[src/rtl/bin_oct_decoder_strobe.sv]
// rtl/bin_oct_decoder_strobe.sv - 3-to-8 one-hot strobe decoder with hold timer, idle gap and done pulse
module bin_oct_decoder_strobe #(
    parameter int HOLD_CYCLES = 4,
    parameter int GAP_CYCLES  = 1,
    parameter int CW          = 8
) (
    input  logic       clk,
    input  logic       rst_n,
    input  logic       in_valid,
    input  logic [2:0] in_code,
    output logic       in_ready,
    output logic [7:0] out,
    output logic       busy,
    output logic       done
);

    typedef enum logic [1:0] {
        IDLE = 2'd0,
        HOLD = 2'd1,
        GAP  = 2'd2
    } state_t;

    localparam logic [CW-1:0] HOLD_LOAD = CW'(HOLD_CYCLES - 1);
    localparam logic [CW-1:0] GAP_LOAD  = CW'((GAP_CYCLES > 0) ? GAP_CYCLES - 1 : 0);

    state_t        state, state_nxt;
    logic [CW-1:0] cnt, cnt_nxt;
    logic [7:0]    out_nxt;
    logic          done_nxt;

    always_ff @(posedge clk) begin
        if (!rst_n) begin
            state <= IDLE;
            cnt   <= '0;
            out   <= 8'h00;
            done  <= 1'b0;
        end else begin
            state <= state_nxt;
            cnt   <= cnt_nxt;
            out   <= out_nxt;
            done  <= done_nxt;
        end
    end

    // The code is only needed while HOLD runs, and out already carries it.
    always_comb begin
        state_nxt = state;
        cnt_nxt   = cnt;
        out_nxt   = out;
        done_nxt  = 1'b0;
        case (state)
            IDLE: begin
                if (in_valid) begin
                    state_nxt = HOLD;
                    out_nxt   = 8'h01 << in_code;
                    cnt_nxt   = HOLD_LOAD;
                end
            end
            HOLD: begin
                if (cnt != '0) begin
                    cnt_nxt = cnt - CW'(1);
                end else begin
                    out_nxt  = 8'h00;
                    done_nxt = 1'b1;
                    if (GAP_CYCLES > 0) begin
                        state_nxt = GAP;
                        cnt_nxt   = GAP_LOAD;
                    end else begin
                        state_nxt = IDLE;
                        cnt_nxt   = '0;
                    end
                end
            end
            GAP: begin
                if (cnt != '0) begin
                    cnt_nxt = cnt - CW'(1);
                end else begin
                    state_nxt = IDLE;
                end
            end
            default: begin
                state_nxt = IDLE;
                cnt_nxt   = '0;
                out_nxt   = 8'h00;
            end
        endcase
    end

    assign in_ready = (state == IDLE);
    assign busy     = (state != IDLE);

endmodule

[config.mk]
export PLATFORM = sky130hd
export DESIGN_NAME = bin_oct_decoder_strobe
export DESIGN_NICKNAME = d
export VERILOG_FILES = /design/src/rtl/bin_oct_decoder_strobe.sv
export SDC_FILE = /design/constraint.sdc
export NUM_CORES = 1
export LEC_CHECK = 0
export CAP_MARGIN = 20
export CORE_MARGIN = 1
export CORE_UTILIZATION = 42
export CTS_CLUSTER_DIAMETER = 60
export DETAILED_ROUTE_END_ITERATION = 10
export DONT_BUFFER_PORTS = 1
export GPL_ROUTABILITY_DRIVEN = 0
export PLACE_DENSITY_LB_ADDON = 0.05
export SYNTH_ARGS = -nofsm -noshare
export SYNTH_HDL_FRONTEND = slang
export SYNTH_SLANG_ARGS = --single-unit
[constraint.sdc]
create_clock -name clk -period 1.7 [get_ports clk]
set_clock_uncertainty 0.1 [all_clocks]
set_input_delay 0.17 -clock clk [delete_from_list [all_inputs] [get_ports clk]]
set_output_delay 0.17 -clock clk [all_outputs]
set_load 0.02 [all_outputs]
**Word-level counts from Yosys, hierarchy flattened**

Cells that the tools add are included.

- Register bits after elaboration: 19
- Bits in latches: 0
- Memory bits (writable): 0
- Memory bits (read-only): 0
- Bits of input ports: 6
- Output and inout port bits: 11
- Memories kept: 0

- Add/subtract/negate cells: 1
- Multipliers: 0
- Divide/modulo/power cells: 0
- Order comparisons: 0
- Eq/ne operators: 6
- Shift operators: 1
- Mux-type cells: 12
- Bitwise logic cells: 1
- Reduce and logical (&&, ||, !) cells: 7

Operators with widths:

| kind | number |
|---|---|
| one-hot mux 8 bit (3 select lines) | 2 |
| two-way mux 8 bit | 5 |
| inequality test 2 bit (second input constant) | 4 |
| nonzero test 8 bit | 1 |
| << shifter 1 x 3 -> 8 bit (first input constant) | 1 |
| subtractor 8 x 1 -> 8 bit (second input constant) | 1 |
| two-way mux 2 bit | 3 |
| one-hot mux 2 bit (3 select lines) | 1 |
| AND reduction 3 bit | 2 |
| AND reduction 2 bit | 2 |
| == test 2 x 1 -> 1 bit (second input constant) | 1 |
| == test 2 bit (second input constant) | 1 |
| logical NOT 2 bit | 1 |
| nonzero test 2 bit | 1 |
| two-way mux 1 bit | 1 |
| NOT 1 bit | 1 |

**Logic depth before layout (Yosys ltp)**

- Depth after elaboration: 3
- Gate-level depth with buffers: 7
- Gate-level depth less buffers: 6

**Worst setup path before layout**

OpenSTA, ideal clock, no wires.

- Kind: register -> register
- From: reg cnt[0]
- To: reg cnt[6]
- Library setup time: 74 ps
- Arrival: 1610 ps
- Slack: -84 ps
- Stages on the path, launching flop included: 6
- Buffers on the path: 0
- Clock period less this slack: 1784 ps
- Cell sequence: dfxtp_1 inv_1 ha_1 or3b_2 or4_1 a31oi_1

- Longest elaborated chain between the ends: 3

Ends and longest elaborated chain:

| what | line | text |
|---|---|---|
| start, declared | 27 | `logic [CW-1:0] cnt, cnt_nxt;` |
| start signal, assigned | 39 | `cnt <= cnt_nxt;` |
| subtractor 8 x 1 -> 8 bit / nonzero test 8 bit (equally long branches) | -- |  |
| two-way mux 8 bit, or another cell as far along | 75 | `if (cnt != '0) begin` |
| one-hot mux 8 bit (3 select lines) / AND reduction 2 bit (equally long branches) | -- |  |

Several ways; a longest one is shown, not always the timed one. The select of a mux whose other input is x is not followed.
A chain may end at the register's enable or synchronous reset.

**Worst setup path after layout**

- From: reg cnt[0]
- To: reg cnt[3]

The elaborated chain is that of the path after synthesis.

==> flow_metrics.env <==
export IMPL_finalPower_mw=2.91
export IMPL_p_int_mw=1.69
export IMPL_powerDensity_mw_per_mm2=2110
export IMPL_antenna_found_initial=0
export IMPL_synth_mux_area_share_pct=0.995
export IMPL_port_buffers=0
export IMPL_synth_distinct_cells=41
export IMPL_pre_cts_ws_ps=-63.3
export IMPL_fp_row_count=17
export IMPL_synth_edf_count=0
export IMPL_dpl_cell_area_sq_mm=0.00117
export IMPL_worst_pin_slew_ps=378
export IMPL_violations="setup timing"
export IMPL_drc=0
export IMPL_cts_tree="done"
export IMPL_drv_slew=0
export IMPL_grt_pass1_vias=921
export IMPL_ys_seq_area_share_pct=37.8
export IMPL_synth_cells=111
export IMPL_crit_type="register to register"
export IMPL_arrival_ps=1850
export IMPL_finalCritPeriodShare_pct=101
export IMPL_clkTransAtPathRegs_ps=120
export IMPL_ir_drop_mv=1.23
export IMPL_grt_pass1_wl_mm=4.24
export IMPL_hold_ws_ps=17.9
export IMPL_dr_total_vias=999
export IMPL_fin_nets=151
export IMPL_clockBufferDepth=2
export IMPL_syn_nets=119
export IMPL_overflow=0
export IMPL_dr_pass1_iters=4
export IMPL_multi_input_area_sq_um=648
export IMPL_die_y_um=50.9
export IMPL_p_clk_share_pct=8.2
export IMPL_num_fill_cells=207
export IMPL_p_switching_mw=1.23
export IMPL_grt_start_max_net_pins=12
export IMPL_ios=17
export IMPL_drt_total_wl_mm=2.79
export IMPL_max_clock_freq_mhz=585
export IMPL_detail_route_wl_per_cell_um=16.4
export IMPL_final_setup_viol_count=1
export IMPL_synth_simple_area_share_pct=30.8
export IMPL_rsz0062_at_grt="yes"
export IMPL_synth_top_area_share_pct=37.8
export IMPL_synth_ff_type="dfxtp_1"
export IMPL_ys_seq_elements=19
export IMPL_fin_crit_ps=1710
export IMPL_power_frac_comb_pct=65.8
export IMPL_status="finished, violations left"
export IMPL_drtIter0Drc=24
export IMPL_finalWorstSetupSlack_ps=-8.54
export IMPL_synth_compound_area_share_pct=22.8
export IMPL_async_reset_ff_share_pct=0
export IMPL_avgSynthCellArea_sq_um=9.06
export IMPL_drive_gt1_share_pct=38.7
export IMPL_grt_total_usage_pct=21.9
export IMPL_ant_nets=0
export IMPL_synth_top_family_by_area="simple AND/OR/NAND/NOR gates"
export IMPL_insertion_delay_ps=300
export IMPL_cts_root_buf="clkbuf_4"
export IMPL_die_w_um=50.9
export IMPL_switching_share_pct=42.1
export IMPL_relSlewSlack_pct=74.6
export IMPL_via_per_inst=5.88
export IMPL_htree_levels=1
export IMPL_startpoint_type="register"
export IMPL_register_area_sq_um=393
export IMPL_synth_area_leader_cell="dfxtp_1"
export IMPL_syn_to_final_growth_pct=37.2
export IMPL_initial_utilization_pct=45.0
export IMPL_seq_power_share_pct=26.0
export IMPL_yosys_cell_count_top_type="dfxtp_1"
export IMPL_synthXorXnorAreaFrac_pct=0
export IMPL_synth_area_sq_mm=0.00101
export IMPL_cts_made_buffers=3
export IMPL_min_path_type="primary input to register"
export IMPL_cp_end_kind="register"
export IMPL_setup_tns_ps=-8.54
export IMPL_yosys_top_cells_count="dfxtp_1, nor2_1, inv_1"
export IMPL_timing_final_hold_violations=0
export IMPL_worst_ep_required_time_ps=1840
export IMPL_ys_warn_count=0
export IMPL_cap_viol_max_count=0
export IMPL_leakagePower_nw=0.564
export IMPL_cts_sinks=19
export IMPL_core_area_sq_mm=0.00223
export IMPL_dieArea_sq_mm=0.00259
export IMPL_crit_fanout=5
export IMPL_synth_adder_area_share_pct=2.49
export IMPL_n_antenna_cell=0
export IMPL_synth_top_cells_by_area="dfxtp_1, a32o_1, nor2_1, nor4_4, a21oi_1"
export IMPL_stdcell_area_sq_mm=0.00138
export IMPL_dp_hpwl_mm=1.87
[power by group through the flow]
stage | Clock (mW) | Combinational, mW | Sequential (mW)
floorplan | 0 | 0.979 | 0.698
global placement | 0 | 1.49 | 0.725
detailed placement | 0 | 1.51 | 0.726
CTS | 0.247 | 1.61 | 0.729
global route | 0.268 | 2.07 | 0.770
finish | 0.239 | 1.92 | 0.756
[registers in the layout, summed over array words and instances, names as in the netlist]
name and cells:
state 2, done 1, cnt 8, out 8
[metal layers]
layer	vias up	global-route usage, %	part of all wire [%]	wire [um]
met3	6	3.87	3.1	86
met2	18	34.0	50	1410
met5	-	0	0	0
met1	490	29.5	45	1240
li1	485	-	-	-
met4	0	9.26	1.8	51
[cells in the final DEF, fill, tap and decap left out, drive strengths merged, types with 2 or more instances in the layout]
cell,netlist,layout
buf,3,27
or4,5,5
a21oi,6,6
nor3,4,4
inv,7,7
ha,2,2
nor4,2,2
nor2b,3,3
a22o,2,2
o21ai,4,4
nor2,12,12
nand3,2,2
dlygate4sd3,0,4
a31oi,3,3
or2,2,2
or3,2,2
o31ai,4,4
nand4,2,2
and3,3,3
dfxtp,19,19
clkbuf,1,3
nand2b,2,2
nand2,3,3
a32o,6,6
[cell type report]
class	count	share of cell area, %
multi-input combinational	81	47.0
tap	28	2.54
inverter	7	1.90
clock buffer	3	1.63
clock inverter	1	0.363
timing repair buffer	31	18.1
sequential	19	28.5
[logic make-up after synthesis]
group                      Yosys count
adders and majority gates            2
and+or+nand+nor                     47
buffers and inverters               11
DFF                                 19
muxes                                1
AOI/OAI and AO/OA                   31
[path summary, 6_finish.rpt]
kind                                     startpoint  cells past startpoint                   to  slack, ps
worst min register to register  cnt[7]$_SDFFE_PN0P_                      2  cnt[7]$_SDFFE_PN0P_        500
worst min-delay path                     in_code[1]                      2  out[1]$_SDFFE_PN0P_         20
worst max register to register  cnt[0]$_SDFFE_PN0P_                      4  cnt[3]$_SDFFE_PN0P_         -9
worst max-delay path            cnt[0]$_SDFFE_PN0P_                      4  cnt[3]$_SDFFE_PN0P_         -9
[per-stage QoR]
step | utilization (%) | cells
CTS | 57.2 | 165
detailed placement | 52.5 | 155
finish | 61.8 | 170
global route | 61.8 | 170
global placement | 52.5 | 155
floorplan | - | 111
[what timing repair did]
item,4_1_cts,5_1_grt
resized for setup,9,14
setup endpoints to repair,13,15
pin swaps,2,9
buffers inserted,2,5
endpoints found under the hold margin,11,0
hold buffers,4,0
[critical path, cell delays in order (launching register included)]
cell and delay (ps):
dfxtp_2 340, buf_4 130, or3_4 390, or4_2 550, a21oi_1 140
Power figures use the tool's default switching activity.
